==> src/rtl/button_debounce.sv <==
`default_nettype none
// ============================================================================
// Module   : button_debounce
// Brief    : Conditions one raw, bouncy push-button pin into a clean,
//            synchronous "pressed" level and derives single-cycle press,
//            release and long-press events plus a wrapping press counter.
// Revision : 1.0 - initial release
// ============================================================================
module button_debounce #(
  parameter int DEBOUNCE_CYCLES   = 270000,    // cycles a new level must hold
  parameter int LONG_PRESS_CYCLES = 27000000,  // cycles after press for long_pulse
  parameter bit ACTIVE_LOW        = 1'b1       // 1: pin reads low when pressed
) (
  input  logic       clk,
  input  logic       rst,
  input  logic       btn_in,
  output logic       btn_level,
  output logic       press_pulse,
  output logic       release_pulse,
  output logic       long_pulse,
  output logic [7:0] press_count
);

  // --------------------------------------------------------------------------
  // Counter widths and terminal values. Both counters compare against N-1
  // because the edge that reaches the terminal value is itself the Nth edge.
  // --------------------------------------------------------------------------
  localparam int DB_W   = $clog2(DEBOUNCE_CYCLES + 1);
  localparam int HOLD_W = $clog2(LONG_PRESS_CYCLES + 1);

  localparam logic [DB_W-1:0]   c_db_last   = DB_W'(DEBOUNCE_CYCLES - 1);
  localparam logic [DB_W-1:0]   c_db_one    = DB_W'(1);
  localparam logic [HOLD_W-1:0] c_hold_last = HOLD_W'(LONG_PRESS_CYCLES - 1);
  localparam logic [HOLD_W-1:0] c_hold_one  = HOLD_W'(1);
  localparam logic [7:0]        c_cnt_one   = 8'd1;

  // --------------------------------------------------------------------------
  // State
  // --------------------------------------------------------------------------
  // Two-flop synchroniser; the first stage already holds the normalised
  // value (1 = pressed) so every downstream comparison is polarity-free.
  logic              sync1_q, sync1_d;
  logic              sync2_q, sync2_d;

  // Debounce: accepted level and the run-length of disagreement with it.
  logic              btn_level_q, btn_level_d;
  logic [DB_W-1:0]   db_cnt_q,    db_cnt_d;

  // Event pulses, all registered so no path from btn_in reaches an output.
  logic              press_q,     press_d;
  logic              release_q,   release_d;
  logic              long_q,      long_d;

  // Press counter (wraps naturally at 8 bits).
  logic [7:0]        count_q,     count_d;

  // Long-press tracking: hold time since the press event, and a flag that
  // freezes the counter once the long event has been emitted for this press.
  logic [HOLD_W-1:0] hold_cnt_q,  hold_cnt_d;
  logic              fired_q,     fired_d;

  // Synchroniser next-state: normalise polarity at the pin, then shift.
  always_comb begin
    sync1_d = ACTIVE_LOW ? ~btn_in : btn_in;
    sync2_d = sync1_q;
  end

  // Debounce next-state: accept sync2 only after it disagrees with the
  // current level for DEBOUNCE_CYCLES consecutive edges; any agreement
  // restarts the run from zero so short glitches are forgotten entirely.
  always_comb begin
    btn_level_d = btn_level_q;
    db_cnt_d    = db_cnt_q;
    press_d     = 1'b0;
    release_d   = 1'b0;
    if (sync2_q == btn_level_q) begin
      db_cnt_d = '0;
    end else if (db_cnt_q == c_db_last) begin
      btn_level_d = sync2_q;
      db_cnt_d    = '0;
      // The new level decides which event fires; only one can be true.
      press_d     = sync2_q;
      release_d   = ~sync2_q;
    end else begin
      db_cnt_d = db_cnt_q + c_db_one;
    end
  end

  // Press counter next-state: advances together with the press event so the
  // count already includes a press in the cycle its pulse is visible.
  always_comb begin
    count_d = count_q;
    if (press_d) begin
      count_d = count_q + c_cnt_one;
    end
  end

  // Long-press next-state: count edges while the accepted level is pressed,
  // fire once at the threshold, then stop until the next press restarts it.
  always_comb begin
    hold_cnt_d = hold_cnt_q;
    fired_d    = fired_q;
    long_d     = 1'b0;
    if (press_d) begin
      // Fresh press: start timing from the press event itself.
      hold_cnt_d = '0;
      fired_d    = 1'b0;
    end else if (!btn_level_q) begin
      // Released: keep the tracker idle so an early release never fires.
      hold_cnt_d = '0;
      fired_d    = 1'b0;
    end else if (!fired_q) begin
      if (hold_cnt_q == c_hold_last) begin
        long_d  = 1'b1;
        fired_d = 1'b1;
      end else begin
        hold_cnt_d = hold_cnt_q + c_hold_one;
      end
    end
  end

  // State registers: a reset edge returns everything to "released, idle"
  // and suppresses any pulse that would otherwise have fired on that edge.
  always_ff @(posedge clk) begin
    if (rst) begin
      sync1_q     <= 1'b0;
      sync2_q     <= 1'b0;
      btn_level_q <= 1'b0;
      db_cnt_q    <= '0;
      press_q     <= 1'b0;
      release_q   <= 1'b0;
      long_q      <= 1'b0;
      count_q     <= 8'd0;
      hold_cnt_q  <= '0;
      fired_q     <= 1'b0;
    end else begin
      sync1_q     <= sync1_d;
      sync2_q     <= sync2_d;
      btn_level_q <= btn_level_d;
      db_cnt_q    <= db_cnt_d;
      press_q     <= press_d;
      release_q   <= release_d;
      long_q      <= long_d;
      count_q     <= count_d;
      hold_cnt_q  <= hold_cnt_d;
      fired_q     <= fired_d;
    end
  end

  // Outputs come straight from flops.
  always_comb begin
    btn_level     = btn_level_q;
    press_pulse   = press_q;
    release_pulse = release_q;
    long_pulse    = long_q;
    press_count   = count_q;
  end

endmodule
`default_nettype wire

==> config.mk <==
export PLATFORM = sky130hd
export DESIGN_NAME = button_debounce
export DESIGN_NICKNAME = d
export VERILOG_FILES = /design/src/rtl/button_debounce.sv
export SDC_FILE = /design/constraint.sdc
export NUM_CORES = 1
export LEC_CHECK = 0
export CORE_MARGIN = 2
export CORE_UTILIZATION = 32
export DETAILED_ROUTE_END_ITERATION = 12
export PLACE_DENSITY = 0.54
export SLEW_MARGIN = 20
export SYNTH_ARGS = -nofsm -noshare
export SYNTH_HDL_FRONTEND = slang
export SYNTH_SLANG_ARGS = --single-unit
export TNS_END_PERCENT = 1
==> constraint.sdc <==
create_clock -name clk -period 3.6 [get_ports clk]
set_input_delay 0.36 -clock clk [delete_from_list [all_inputs] [get_ports clk]]
set_output_delay 0.36 -clock clk [all_outputs]
set_load 0.01 [all_outputs]
# Word level (Yosys, flattened, before mapping)
# Index checks and enable logic that the tools add are counted.
dict set report word_totals {
  regBits 59
  inputBits 3
  word_cells 33
}
dict set report op_classes {
  add_sub_neg 3
  n_eq_ne 3
  mux 4
  bitwise 7
  n_reduce_logical 6
}
# cell count
set ops {}
lappend ops {{$add A25 B1 Y25 const B} 1}
lappend ops {{$eq A25 B25 Y1 const B} 1}
lappend ops {{$add A19 B1 Y19 const B} 1}
lappend ops {{$eq A19 B19 Y1 const B} 1}
lappend ops {{$reduce_or A3 Y1} 3}
lappend ops {{$add A8 B1 Y8 const B} 1}
lappend ops {{$not A1 Y1} 7}
lappend ops {{$mux W1} 4}
lappend ops {{$reduce_and A2 Y1} 2}
lappend ops {{$reduce_or A4 Y1} 1}
lappend ops {{$eq A1 B1 Y1} 1}

# Logic depth before layout (Yosys ltp)
# Gate-level depths: netlist of the first run.
dict set report logic_depth {
  depth_word 4
  mapped_depth 7
  ltp_nobuf 5
}

# Least setup slack after synthesis of the first run
# Ideal clock, no wire load.
dict set report synth_timing {
  path_kind {reg2reg}
  start {register hold_cnt_q[0]}
  end {register hold_cnt_q[22]}
  setup_time_ps 71
  arrival_ps 2009
  setup_slack_ps 1520
  path_stages_with_launch 7
  path_buffers 1
  synth_period_minus_slack_ps 2080
  path_cell_list {dfxtp_1 ha_1 nand4_1 or4_1 clkbuf_1 or3_1 a21oi_1}
}
dict set report synth_via {
  elab_chain_len 3
  elab_cells_between_ends 4
  classes_between {1 x add/sub; 1 x eq/ne; 1 x bitwise; 1 x reduce/logical}
}
# item line_no
set synth_lines {}
lappend synth_lines {{from (decl)} 59} ;# logic [HOLD_W-1:0] hold_cnt_q, hold_cnt_d;
lappend synth_lines {{from (signal assigned)} 145} ;# hold_cnt_q <= hold_cnt_d;
lappend synth_lines {{branches (longest 3 deep; another with $add A25 B1 Y25)} n/a}
# Several ways; the timed one is not identified.
# A chain may end at the register's enable or synchronous reset.

# Worst setup path in the final report of the first run
dict set report layout_timing {
  start {register hold_cnt_q[0]}
  end {register hold_cnt_q[24]}
}
# Same word-level chain as after synthesis.

==> impl_metrics.tcl, run 1 <==
set metrics [dict create \
    async_flop_share_pct 0 \
    ir_worst_vdd_uv 231 \
    p_total_w 0.00132 \
    yosys-top-cells-count "59 x dfxtp_1, 29 x nor2_1, 26 x a21oi_1, 21 x nand2_1, 16 x nand3_1" \
    core_um2 8640 \
    cp.required_ns 3.85 \
    setup_ws_ns 1.24 \
    status "finished clean" \
    clock_path_buffers 2 \
    crit_type "register to register" \
    cts_hold_buf 0 \
    cellPowerDensity_nw_per_um2 405 \
    holdCritPathClass "register to register" \
    fin_skew_ns 0.00666 \
    grt_max_degree 22 \
    portBuffers 14 \
    ys_seq_area_share_pct 41.9 \
    post-synth-top-count-cell "dfxtp_1" \
    cts_htree_levels 3 \
    insertion_delay_ns 0.33 \
    fin_crit_sh_pct 65.5 \
    routed.top_layer "met4" \
    r2r_end "hold_cnt_q[24]" \
    leakagePower_nw 0.955 \
    syn_nets 335 \
    postLayoutCoreUtil_pct 37.8 \
    synth_top_area_share_pct 41.9 \
    cts_setup_buffers 0 \
    endpoint_kind "register" \
    routed_wl_um 5570 \
    drt_iter0_markers 54 \
    relSlewSlack_pct 43.9 \
    drtPass1Iterations 4 \
    ios 15 \
    overflow 0 \
    nNetsFinal 348 \
    synth_ff_type "dfxtp_1" \
    hold_viol_final 0 \
    ys_warn_count 0 \
    drt-met1-wl_um 2820 \
    worstPathArrival_ns 2.61 \
    clk_pin_slew_ns 0.07 \
    rows 34 \
    cts_resized 0 \
    dr_wl_met3_um 197 \
    synth_area_leaders "dfxtp_1 42%, xnor2_1 4.7%, a21oi_1 4.6%" \
    cts_root_buffer "clkbuf_8" \
    hold_depth 1 \
    synth_area_per_cell_um2 8.58 \
    grt_use_total_pct 12.6 \
    r2r_setup_slack_ns 1.24 \
    vias 2341 \
    cp-startpoint "hold_cnt_q[0]" \
    start_kind "register" \
    clkSinkCount 59 \
    min-delay-start "sync1_q" \
    cts_tree "yes" \
    register_area_um2 1180 \
    fmax_mhz 424 \
    synthCells 329 \
    fin_tns_setup_ns 0 \
    met2_length_um 2480 \
    pre_cts_ws_ns 1.22 \
    grt_pass1_wl_um 10100 \
    drv_cap 0 \
    whs_endpoint "sync2_q" \
    gp_congestion 0.754 \
    die_h_um 97.9 \
    drive_gt1_share_pct 8.09 \
    path_max_fanout 11 \
    final_antenna_net_count 0 \
    grt_pass1_vias 2160 \
    setup_violations 0 \
    synth_edf_count 0 \
    fin_crit_ns 2.36 \
    yosys.area.top_type "dfxtp_1" \
    synthToLayoutAreaGrowth_pct 15.6 \
    drcViolationCount 0 \
    place_hpwl_um 3810 \
    nFillCells 871 \
    synth-seq-cells 59 \
    reg2reg_depth 5 \
    maxSlewViolCount 0 \
    routedWlPerCell_um 12.3 \
    synth_cell_types 42 \
    numCtsBuffers 9 \
    fp.dieArea_um2 9580 \
    rsz0062_at_grt "false" \
    vias_per_cell 5.16 \
    start_util_pct 32.7 \
    worst_pin_slew_ns 0.842 \
    timing.rr.start "hold_cnt_q[0]" \
    antennaDiodeCount 0 \
    multi_input_area_um2 1540 \
    synth.cell_area_um2 2820 \
    antenna_found_initial 0 \
    die_w_um 97.9 \
]
==> per-layer routing <==
layer,vias up,GRT usage [%]
li1,1217,-
met5,-,0
met2,29,19.5
met1,1088,16.7
met4,0,4.17
met3,7,4.08
==> flip-flops by register name, indices dropped and copies added, names as in the netlist <==
name and flops:
release_pulse 1, sync1_q 1, fired_q 1, press_count 8
db_cnt_q 19, press_pulse 1, hold_cnt_q 25, btn_level 1
long_pulse 1, sync2_q 1
==> cell families (layout without fill, tap and decap cells) <==
| kind of cell | after synthesis | count (layout) | share of synthesized area (%) |
|---|---|---|---|
| AOI/OAI and AO/OA | 52 | 52 | 10.5 |
| xor gates and xnor gates | 17 | 17 | 5.28 |
| adders and majority gates | 3 | 3 | 1.33 |
| buffers and inverters | 24 | 41 | 3.55 |
| DFF | 59 | 59 | 41.9 |
| muxes | 12 | 12 | 4.52 |
| and+or+nand+nor | 162 | 162 | 33.0 |
==> worst max-delay path by stage <==
stage	slack (ns)	depth (start not counted)	end
after floorplan	1.52	6	hold_cnt_q[22]
after global placement	1.28	3	release_pulse
after detailed placement	1.22	3	release_pulse
after CTS	1.23	5	hold_cnt_q[24]
after global routing	1.09	5	hold_cnt_q[24]
final	1.24	5	hold_cnt_q[24]
==> layout make-up <==
cell class / instances / area share [%]
Multi-Input combinational cell: 246 / 47.2
Sequential cell: 59 / 36.2
Timing Repair Buffer: 15 / 4.53
Clock buffer: 10 / 4.22
Tap cell: 108 / 4.14
Clock inverter: 5 / 2.38
Inverter: 11 / 1.27
==> power by group <==
part | internal, W | switching (W)
Sequential | 0.000654 | 0.000000946
Combinational | 0.00000432 | 0.00000764
Clock | 0.000402 | 0.000253
==> cells in the final DEF, fill, tap and decap left out, drive strengths merged, types with 13 or more instances in the layout <==
cell and count:
a21oi 26, or3 13, nor2 29, xnor2 15, nand4 13, o21ai 13, nand3 16, dfxtp 59
nand2 21, clkdlybuf4s50 14
==> metrics by stage <==
stage          hold slack (ns)  instance area (um2)  std cells
4_1_cts                  0.442                 3260        454
5_1_grt                  0.469                 3260        454
3_5_place_dp             0.425                 3050        439
6_report                 0.440                 3260        454
3_3_place_gp             0.418                 3050        439
2_1_floorplan            0.414                 2820        329
==> critical path, cell delays in order, from the launching register on <==
cell	delay, ns
dfxtp_1	0.39
ha_1	0.25
nand4_1	0.28
or4_1	0.77
or4_1	0.45
a21oi_1	0.14
(Power assumes the default switching activity.)
==> inputs of run 2 (changes only) <==
--- a/config.mk
+++ b/config.mk
@@ -8,7 +8,7 @@
 export CORE_MARGIN = 2
 export CORE_UTILIZATION = 32
 export DETAILED_ROUTE_END_ITERATION = 12
-export PLACE_DENSITY = 0.54
+export PLACE_DENSITY = 0.56
 export SLEW_MARGIN = 20
 export SYNTH_ARGS = -nofsm -noshare
 export SYNTH_HDL_FRONTEND = slang
==> constraint.sdc (replaced) <==
create_clock -name clk -period 1.9 [get_ports clk]
set_input_delay 0.19 -clock clk [delete_from_list [all_inputs] [get_ports clk]]
set_output_delay 0.19 -clock clk [all_outputs]
set_load 0.01 [all_outputs]
==> impl_metrics.tcl, run 2 (synthesized netlist as in run 1, its figures left out) <==
set metrics [dict create \
    start_util_pct 32.7 \
    maxSlewViolCount 0 \
    grt_pass1_wl_um 10600 \
    timing.rr.start "db_cnt_q[14]" \
    power.clock.fraction_pct 52.3 \
    place_hpwl_um 4320 \
    largest_register_ffs 25 \
    vias_per_cell 5.03 \
    overflow 0 \
    fin_skew_ns 0.0114 \
    grt_max_degree 21 \
    crit_type "register to register" \
    vias 2506 \
    cts_htree_levels 3 \
    drcViolationCount 0 \
    portBuffers 14 \
    hold_viol_final 0 \
    final_common_cell "dfxtp_1" \
    register_area_um2 1190 \
    grt_use_total_pct 13.4 \
    insertion_delay_ns 0.35 \
    cp-startpoint "db_cnt_q[14]" \
    hold_depth 2 \
    routed_wl_um 6240 \
    fmax_mhz 513 \
    intPower_w 0.00212 \
    min-delay-start "btn_in" \
    clock_path_buffers 2 \
    worst_pin_slew_ns 0.422 \
    core_um2 8640 \
    clkSinkCount 59 \
    nFillCells 865 \
    cp.required_ns 2.13 \
    cts_hold_buf 0 \
    rows 34 \
    antennaDiodeCount 0 \
    switching_share_pct 20.2 \
    start_kind "register" \
    final_cell_mix "53 x dfxtp_1, 42 x buf_4, 29 x nor2_1" \
    ir_worst_vdd_uv 406 \
    drive_gt1_share_pct 23.1 \
    cellPowerDensity_nw_per_um2 722 \
    final_antenna_net_count 0 \
    numCtsBuffers 9 \
    die_h_um 97.9 \
    fin_crit_ns 1.95 \
    top_register "hold_cnt_q" \
    cts_root_buffer "clkbuf_8" \
    fin_crit_sh_pct 103 \
    path_max_fanout 7 \
    switchingPower_w 0.000536 \
    gp_congestion 0.772 \
    clk_pin_slew_ns 0.07 \
    synthToLayoutAreaGrowth_pct 30.6 \
    drt_iter0_markers 72 \
    setup_ws_ns -0.0492 \
    p_total_w 0.00266 \
    fp.dieArea_um2 9580 \
    relSlewSlack_pct 71.5 \
    routedWlPerCell_um 12.5 \
    drv_cap 0 \
    reg2reg_depth 4 \
    multi_input_area_um2 1600 \
    violations "setup timing" \
    drtPass1Iterations 4 \
    worstPathArrival_ns 2.18 \
    leakagePower_nw 1.19 \
    cts_tree "yes" \
    antenna_found_initial 0 \
    combPwrFrac_pct 1.0 \
    setup_violations 1 \
    ios 15 \
    die_w_um 97.9 \
    pwr-share-seq_pct 46.7 \
    instances_no_fill 498 \
    holdCritPathClass "input port to register" \
    hold_slack_ns 0.352 \
    dp_cells 479 \
    endpoint_kind "register" \
    nNetsFinal 391 \
    rsz0062_at_grt "true" \
    grt_pass1_vias 2436 \
    status "finished with violations" \
]
[run 2: cell types whose count changed in the layout (fill, tap and decap cells not counted), moves of 3 or more]
| cell | change |
|---|---|
| a21oi_1 | -3 |
| or4_1 | -3 |
| or4_4 | +3 |
| dfxtp_2 | +6 |
| dfxtp_1 | -6 |
| buf_4 | +41 |
| a21oi_2 | +3 |
[run 2: layout make-up]
class,count,area share [%]
clock buffer,10,3.46
clock inverter,6,3.09
inverter,11,1.12
multi-input combinational,246,43.4
sequential,59,32.3
tap,108,3.67
timing repair buffer,58,13.0
[run 2: stage by stage]
| step | area, um2 | utilization (%) | setup WS (ns) | setup TNS, ns |
|---|---|---|---|---|
| 6_report | 3680 | 42.7 | -0.0492 | -0.0492 |
| 3_5_place_dp | 3350 | 38.8 | -0.0594 | -0.0849 |
| 2_1_floorplan | 2830 | - | -0.0859 | -0.129 |
| 5_1_grt | 3680 | 42.7 | -0.0902 | -0.332 |
| 3_3_place_gp | 3350 | 38.8 | -0.0349 | -0.0349 |
| 4_1_cts | 3620 | 41.9 | -0.0405 | -0.0492 |
[run 2: critical path, stage by stage, from the launching register on]
cell and delay (ns):
dfxtp_2 0.32, or4_4 0.53, nand2b_4 0.19, or4b_4 0.49, mux2_4 0.30
[run 2: power by group through the flow]
stage | logic, W | clock network (W) | registers (W)
2_1_floorplan | 0.0000144 | 0 | 0.00127
3_3_place_gp | 0.0000265 | 0 | 0.00127
3_5_place_dp | 0.0000264 | 0 | 0.00127
4_1_cts | 0.0000265 | 0.00143 | 0.00124
5_1_grt | 0.0000301 | 0.00148 | 0.00124
6_report | 0.0000266 | 0.00139 | 0.00124
[run 2: repair_timing]
item | CTS | global route
setup endpoints to repair | 2 | 23
resized for setup | 2 | 18
pin swaps | 0 | 4
setup buffers | 2 | 1
[run 2: final timing paths]
path / end / slack (ns)
setup / recovery: press_count[7] / -0.05
hold / removal: sync1_q / 0.35
setup reg to reg: press_count[7] / -0.05
hold reg to reg: sync2_q / 0.45
[run 2: per-layer routing]
layer,global-route usage (%),wire (um)
met5,0,0
met4,4.70,79
met3,3.94,160
met2,22.4,3030
met1,16.4,2970
